==> config.mk <==
export PLATFORM = sky130hd
export DESIGN_NAME = shift_seq_ctrl
export DESIGN_NICKNAME = d
export VERILOG_FILES = /design/src/rtl/shift_seq_ctrl.sv
export SDC_FILE = /design/constraint.sdc
export NUM_CORES = 1
export LEC_CHECK = 0
export CORE_UTILIZATION = 28
export CTS_CLUSTER_DIAMETER = 150
export DETAILED_ROUTE_END_ITERATION = 16
export PLACE_DENSITY_LB_ADDON = 0.05
export SYNTH_ARGS = -nofsm -noshare
export SYNTH_HDL_FRONTEND = slang
export SYNTH_SLANG_ARGS = --single-unit
==> constraint.sdc <==
create_clock -name clk -period 3 [get_ports clk]
set_clock_uncertainty 0.2 [all_clocks]
set_input_delay 0.6 -clock clk [delete_from_list [all_inputs] [get_ports clk]]
set_output_delay 0.6 -clock clk [all_outputs]
set_load 0.005 [all_outputs]
==> src/rtl/shift_seq_ctrl.sv <==
// Shift-strobe sequencer for the board shift register: debounced button, burst, flush and optional auto-step.
// Auto-step timer is only built when SHIFT_CTRL_AUTO_EN is defined; ports are identical either way.
module shift_seq_ctrl #(
  parameter int DB_CYCLES = 1250000,
  parameter int DEPTH     = 3,
  parameter int PER_W     = 24
) (
  input  logic                         clk,
  input  logic                         rst,
  input  logic                         btn_n,
  input  logic                         mode_auto,
  input  logic [PER_W-1:0]             period,
  input  logic                         burst_go,
  input  logic [3:0]                   burst_len,
  input  logic                         flush,
  output logic                         shift_en,
  output logic                         load_zero,
  output logic [$clog2(DEPTH+1)-1:0]   occupancy,
  output logic                         out_valid,
  output logic                         busy,
  output logic [15:0]                  shift_cnt
);
  localparam int OCC_W = $clog2(DEPTH+1);
  localparam int DB_W  = $clog2(DB_CYCLES+1);
  localparam int REM_W = (OCC_W > 4) ? OCC_W : 4;
  localparam logic [OCC_W-1:0] OCC_MAX   = OCC_W'(DEPTH);
  localparam logic [REM_W-1:0] FLUSH_REM = REM_W'(DEPTH-1);
  localparam logic [DB_W-1:0]  DB_LAST   = DB_W'(DB_CYCLES-1);

  typedef enum logic [1:0] {ST_IDLE = 2'd0, ST_BURST = 2'd1, ST_FLUSH = 2'd2} state_t;

  state_t            state_r;
  logic              sync1_r, sync2_r, db_r, db_d_r;
  logic [DB_W-1:0]   db_cnt_r;
  logic [REM_W-1:0]  rem_r;
  logic              press_s;
  logic              tick_s;

  function automatic logic [OCC_W-1:0] occ_inc(input logic [OCC_W-1:0] occ);
    if (occ == OCC_MAX) begin
      return occ;
    end else begin
      return occ + OCC_W'(1);
    end
  endfunction

  // Button synchroniser and debouncer; reset parks every stage at "released".
  always_ff @(posedge clk) begin
    if (rst) begin
      sync1_r  <= 1'b1;
      sync2_r  <= 1'b1;
      db_r     <= 1'b1;
      db_d_r   <= 1'b1;
      db_cnt_r <= {DB_W{1'b0}};
    end else begin
      sync1_r <= btn_n;
      sync2_r <= sync1_r;
      db_d_r  <= db_r;
      if (sync2_r == db_r) begin
        db_cnt_r <= {DB_W{1'b0}};
      end else if (db_cnt_r == DB_LAST) begin
        db_r     <= sync2_r;
        db_cnt_r <= {DB_W{1'b0}};
      end else begin
        db_cnt_r <= db_cnt_r + DB_W'(1);
      end
    end
  end

  assign press_s = db_d_r & ~db_r;

`ifdef SHIFT_CTRL_AUTO_EN
  logic [PER_W-1:0] timer_r;
  logic [PER_W-1:0] per_m1_s;
  logic             timer_run_s;

  assign per_m1_s    = (period == {PER_W{1'b0}}) ? {PER_W{1'b0}} : period - PER_W'(1);
  assign timer_run_s = (state_r == ST_IDLE) && mode_auto;
  // >= so that shrinking the period with a large count ticks at once
  assign tick_s      = timer_run_s && (timer_r >= per_m1_s);

  // Auto-step timer, held at zero outside auto-mode IDLE and reloaded on every tick.
  always_ff @(posedge clk) begin
    if (rst) begin
      timer_r <= {PER_W{1'b0}};
    end else if (!timer_run_s || tick_s) begin
      timer_r <= {PER_W{1'b0}};
    end else begin
      timer_r <= timer_r + PER_W'(1);
    end
  end
`else
  logic unused_s;
  assign unused_s = ^{mode_auto, period};
  assign tick_s   = 1'b0;
`endif

  // Command sequencer: accepts one command in IDLE, then streams its strobes with registered status.
  always_ff @(posedge clk) begin
    if (rst) begin
      state_r   <= ST_IDLE;
      rem_r     <= {REM_W{1'b0}};
      shift_en  <= 1'b0;
      load_zero <= 1'b0;
      busy      <= 1'b0;
      occupancy <= {OCC_W{1'b0}};
      out_valid <= 1'b0;
      shift_cnt <= 16'd0;
    end else begin
      shift_en  <= 1'b0;
      load_zero <= 1'b0;
      case (state_r)
        ST_IDLE: begin
          if (flush) begin
            state_r   <= ST_FLUSH;
            rem_r     <= FLUSH_REM;
            busy      <= 1'b1;
            shift_en  <= 1'b1;
            load_zero <= 1'b1;
            shift_cnt <= shift_cnt + 16'd1;
            if (FLUSH_REM == {REM_W{1'b0}}) begin
              occupancy <= {OCC_W{1'b0}};
              out_valid <= 1'b0;
            end else begin
              occupancy <= occupancy;
            end
          end else if (burst_go) begin
            // a zero-length burst still wins priority but emits nothing
            if (burst_len != 4'd0) begin
              state_r   <= ST_BURST;
              rem_r     <= REM_W'(burst_len) - REM_W'(1);
              busy      <= 1'b1;
              shift_en  <= 1'b1;
              occupancy <= occ_inc(occupancy);
              out_valid <= (occ_inc(occupancy) == OCC_MAX);
              shift_cnt <= shift_cnt + 16'd1;
            end else begin
              busy <= 1'b0;
            end
          end else if (press_s || tick_s) begin
            busy      <= 1'b0;
            shift_en  <= 1'b1;
            occupancy <= occ_inc(occupancy);
            out_valid <= (occ_inc(occupancy) == OCC_MAX);
            shift_cnt <= shift_cnt + 16'd1;
          end else begin
            busy <= 1'b0;
          end
        end
        ST_BURST: begin
          if (rem_r == {REM_W{1'b0}}) begin
            state_r <= ST_IDLE;
            busy    <= 1'b0;
          end else begin
            rem_r     <= rem_r - REM_W'(1);
            shift_en  <= 1'b1;
            occupancy <= occ_inc(occupancy);
            out_valid <= (occ_inc(occupancy) == OCC_MAX);
            shift_cnt <= shift_cnt + 16'd1;
          end
        end
        ST_FLUSH: begin
          if (rem_r == {REM_W{1'b0}}) begin
            state_r <= ST_IDLE;
            busy    <= 1'b0;
          end else begin
            rem_r     <= rem_r - REM_W'(1);
            shift_en  <= 1'b1;
            load_zero <= 1'b1;
            shift_cnt <= shift_cnt + 16'd1;
            if (rem_r == REM_W'(1)) begin
              occupancy <= {OCC_W{1'b0}};
              out_valid <= 1'b0;
            end else begin
              occupancy <= occupancy;
            end
          end
        end
        default: begin
          state_r <= ST_IDLE;
          busy    <= 1'b0;
        end
      endcase
    end
  end
endmodule

Word level (Yosys, flattened, before mapping)
Index checks and enable logic that the tools add are counted.
{"block": "op_classes", "add_sub_neg": 5, "n_eq_ne": 21, "mux": 55, "bitwise": 3, "reduce_logical": 12}
{"op": "$mux 16", "count": 5}
{"op": "$mux 2", "count": 22}
{"op": "$pmux 16 s2", "count": 1}
{"op": "$add 21x1->21 const B", "count": 1}
{"op": "$eq 21x21->1 const B", "count": 1}
{"op": "$add 16x1->16 const B", "count": 1}
{"op": "$mux 1", "count": 16}
{"op": "$mux 4", "count": 4}
{"op": "$ne 3x3->1 const B", "count": 4}
{"op": "$eq 2x2->1 const B", "count": 5}
{"op": "$ne 2x2->1 const B", "count": 5}
{"op": "$ne 4x4->1 const B", "count": 2}
{"op": "$pmux 4 s2", "count": 1}
{"op": "$reduce_and 4->1", "count": 2}
{"op": "$sub 4x1->4 const B", "count": 2}
{"op": "$reduce_and 7->1", "count": 1}
{"op": "$pmux 1 s2", "count": 3}
{"op": "$pmux 2 s3", "count": 1}
{"op": "$eq 4x1->1 const B", "count": 1}
{"op": "$logic_not 4->1", "count": 1}
{"op": "$pmux 2 s2", "count": 1}
{"op": "$reduce_bool 4->1", "count": 1}
{"op": "$pmux 1 s3", "count": 1}
{"op": "$reduce_and 3->1", "count": 1}
{"op": "12 further kinds", "count": 13}
{"block": "totals", "register_bits": 53, "input_bits": 34, "output_inout_bits": 22, "word_cells": 109}

Depth between registers and ports, before layout
{"block": "logic_depth", "ltp_word": 12, "mapped_depth": 8, "ltp_nobuf": 6}

Worst setup path before layout
No wires, ideal clock.
{"block": "synth_path", "path_kind": "input-to-reg", "from": "input port burst_len[0]", "to": "register shift_cnt[13]", "setup_ps": 121, "arrival_time_ps": 2138, "t_required_ps": 2679, "setup_slack_ps": 541, "path_stages": 7, "path_buffers": 1, "cell_sequence": "inv_1 -> ha_1 -> or3b_1 -> a211oi_2 -> buf_2 -> nor4b_1 -> mux2_2"}
{"block": "synth_between", "elab_chain_len": 3}
{"element": "from (decl)", "line": "14", "rtl": "input logic [3:0] burst_len,"}
{"element": "$reduce_bool 4->1", "line": "129", "rtl": "if (burst_len != 4'd0) begin"}
{"element": "$ne 4x4->1 (no line)"}
{"element": "$reduce_and 4->1 (no line)"}
{"element": "to (signal assigned)", "line": "120", "rtl": "shift_cnt <= shift_cnt + 16'd1;"}
{"element": "to (signal assigned)", "line": "136", "rtl": "shift_cnt <= shift_cnt + 16'd1;"}
{"element": "to (signal assigned)", "line": "145", "rtl": "shift_cnt <= shift_cnt + 16'd1;"}
{"element": "to (decl)", "line": "21", "rtl": "output logic [15:0] shift_cnt"}
Every way passes these cells.
A chain may end at the register's enable or synchronous reset.

Worst setup path after layout
Ends and elaborated chain as after synthesis.

==> impl_summary.txt <==
----------------------------------------------------
[Global routing]
  Initial antenna violation count ... 0
  Pin count of the biggest net entering global routing ... 27
  GR Layer Usage met1 ... 17.4%
  Routing layer with the top usage in global route ... met2
  Aggregate global-route resource usage ... 13.4%
  Global route total overflow ... 0
  Met3 Resource Use GR ... 2.48%
  Met2 track demand over resource in global routing ... 22.6%
  Wire length of the first global-routing pass ... 10,900 um
  Via count of the first global-routing pass ... 2,267

[Synthesis]
  Yosys synthesis warning count ... 0
  Multiplexer fraction of the synthesized cell area ... 2.43%
  Net Count, Synth ... 359
  Basic-gate share of the synthesized area counting and, or, nand and nor cells ... 26.5%
  Combinational family with the most area after synthesis ... simple AND/OR/NAND/NOR gates
  Post-synthesis cell type count ... 56
  Synthesized-area fraction occupied by ao, oa, aoi and oai cells ... 17.8%
  Cell area after technology mapping ... 0.00278 sq mm
  Post-synthesis async set-or-reset flop share ... 0%
  Cells after Synth ... 316
  Post-Synthesis Mean Instance Area ... 8.78 sq um
  Share of the synthesized netlist area taken by xor and xnor gates ... 5.37%
  Total of flip-flops plus latches after synthesis ... 53
  Area share of fa/ha/maj cells after synthesis ... 4.06%
  Most used DFF post-synth ... dfxtp_1
  Seq/Total Area, Yosys ... 38.2%
  Post-synth EDFFs ... 0

[Critical path]
  Peak fanout along the critical path ... 26
  Largest stage delay, worst path ... 0.48 ns
  Worst setup path start ... burst_len[0]
  Startpoint of the worst register-to-register path ... state_r[0]
  Worst r2r dst ... shift_cnt[13]
  Critical path data arrival time ... 2.64 ns
  Setup slack on the worst flop-to-flop path ... 0.46 ns
  Startpoint-to-endpoint class of the critical path ... in2reg
  Worst path required time ... 2.99 ns
  Critical path buffer and inverter count ... 3
  Critical path, cell by cell ... clkdlybuf4s50_1 -> inv_1 -> ha_1 -> or3b_1 -> a211oi_2 -> buf_12 -> nor4b_1 -> mux2_2
  Path depth of the worst reg2reg path ... 6
  Crit-path leading delay family ... buffers and inverters
  Critical-path cell with the highest stage delay ... clkdlybuf4s50_1
  Startpoint type of the worst setup path ... input port
  Worst Setup End Kind ... flop

[STA]
  Final Worst Setup Slack ... 0.357 ns
  Hold slack final ... 0.221 ns
  Hold Vio Cnt, Final ... 0
  Shortest period the worst path allows ... 2.64 ns
  Max-slew headroom ... 56.1%
  Worst Tran Pin Value ... 0.657 ns
  Setup violations, final ... 0
  RSZ-0062 raised after global routing ... false
  Top achievable clock speed ... 378 MHz
  Total negative setup slack ... 0 ns
  Final-report max-slew violation count ... 0
  Share of the clock period used by the worst path after layout ... 88.1%

[Clock tree]
  Number of clock buffers inserted by TritonCTS ... 5
  Htree depth ... 2
  CTS Buffer Depth ... 2
  Clock edge transition at the registers on the reported setup and hold paths ... 0.09 ns
  CTS tree ... done
  Number of hold buffers added after cts ... 0
  Buffers inserted by post-CTS timing repair ... 0
  Number of gates resized after CTS ... 0
  Clock root buffer master ... clkbuf_8
  Clock Latency Late Sink ... 0.30 ns
  Clock sink count ... 53

[Min path]
  Number of stages on the worst hold path ... 1
  Launch point of the worst hold path ... sync1_r
  Terminating pin of the worst hold path ... sync2_r
  Class of the worst hold path ... reg2reg

[Route]
  DRT antenna net count ... 0
  Overall routed net length ... 6500 um
  Number of design rule violations left after detail routing ... 0
  1st-iter DRT viols ... 43
  Per-cell routed wire length ... 13.5 um
  Number of search-and-repair iterations in the first detailed-routing pass ... 4
  Post-detailed-route via-to-cell ratio ... 5.05
  Total number of vias ... 2,424

[Power and ir drop]
  Areal power density over the cells ... 592 mW/mm^2
  Total Power ... 0.00198 W
  IR Drop Worst-Case VDD ... 0.175 mV
  Leakage power ... 1.11 nW

[Run]
  Max cap viols ... 0

[Floorplanning]
  Initial core utilization ... 29.5%
  Chip width ... 102 um
  Cell row count ... 35
  Die ar. ... 0.0103 sq mm
  Top Ports ... 56
  Die Span Y ... 102 um
  Area of the core ... 0.00942 sq mm

[Place]
  Final HPWL from detailed placement ... 4770 um
  Number of buffer cells added on primary ports ... 30
  Placer's final routability congestion estimate ... 0.778
  Setup slack at placement ... 0.0310 ns

[Final layout]
  Layout-stage area growth over the synthesis result ... 20.6%
  Final layout net count ... 394
  Number of diodes ... 0
  Commonest cells after routing, fill and taps aside ... 53 x dfxtp_1, 30 x clkdlybuf4s50_1, 27 x nor2_1
  Most common library cell in the layout ignoring fill and taps ... dfxtp_1
  Final Core Density ... 35.5%
  Fraction of layout cells with a size suffix above 1 ... 10.5%

[Status]
  Result of the run ... finished clean

----------------------------------------------------
==> cell usage after synthesis, types with 4 or more instances <==
cell / count / share of area (%)
xor2_1: 7 / 2.2
mux2_2: 6 / 2.4
or2_2: 4 / 0.90
inv_1: 20 / 2.7
nand2_1: 10 / 1.4
nor4_1: 7 / 1.6
nor2b_1: 8 / 1.8
a21oi_1: 23 / 4.1
nor3_1: 6 / 1.1
or4_1: 15 / 4.1
clkbuf_1: 9 / 1.2
dfxtp_1: 53 / 38
o21ai_0: 10 / 1.8
nand4_1: 7 / 1.6
o31ai_1: 14 / 3.8
xnor2_1: 10 / 3.2
nor2_1: 27 / 3.7
nand3_1: 15 / 2.7
ha_1: 9 / 4.1
==> registers in the layout, indices dropped and copies added, names as in the netlist <==
register	count
busy	1
db_cnt_r	21
db_d_r	1
db_r	1
load_zero	1
occupancy	2
out_valid	1
rem_r	4
shift_cnt	16
shift_en	1
state_r	2
sync1_r	1
sync2_r	1
==> how the worst max path moves through the flow <==
stage | endpoint | slack [ns] | cells after the start
floorplan | shift_cnt[13] | 0.54 | 7
global placement | shift_cnt[13] | 0.05 | 8
detailed placement | shift_cnt[13] | 0.03 | 8
CTS | shift_cnt[13] | 0.35 | 8
global route | shift_cnt[13] | 0.30 | 6
finish | shift_cnt[13] | 0.36 | 8
==> worst register-to-register path, stage by stage (launching register included) <==
cell and delay (ns):
dfxtp_1 0.40, inv_1 0.08, ha_1 0.38, nand4bb_1 0.18, o2111ai_1 0.35, nor4b_1 0.47
mux2_2 0.37
==> cell type report <==
type | instances | area [sq um]
clock buffers | 7 | 86.3
fillers | 1013 | 6070
inverters | 20 | 75.1
multi-input cells | 229 | 1560
flip-flops and latches | 53 | 1060
well taps | 129 | 161
repair buffers | 42 | 403
==> layer usage <==
metal | wire, um | part of all wire [%]
met5 | 0 | 0
met4 | 57 | 0.88
met3 | 167 | 2.6
met2 | 3070 | 47
met1 | 3210 | 49
==> through the flow <==
step	instances	cell area [sq um]
floorplan	316	2780
global placement	473	3260
CTS	480	3350
global route	480	3350
detailed placement	473	3260
finish	480	3350
==> where the power goes <==
group	leakage [nW]	switching [W]	total [W]	internal (W)
logic	0.635	0.000388	0.000725	0.000336
clock network	0.0443	0.000230	0.000414	0.000184
registers	0.430	0.0000683	0.000844	0.000775
==> cells by family (layout without fill, tap and decap cells) <==
logic type / after synthesis / count (layout)
and+or+nand+nor: 125 / 125
AOI/OAI and AO/OA: 72 / 72
DFF: 53 / 53
buffers and inverters: 34 / 69
xor gates and xnor gates: 17 / 17
adders and majority gates: 9 / 9
muxes: 6 / 6
(Power assumes the default switching activity.)
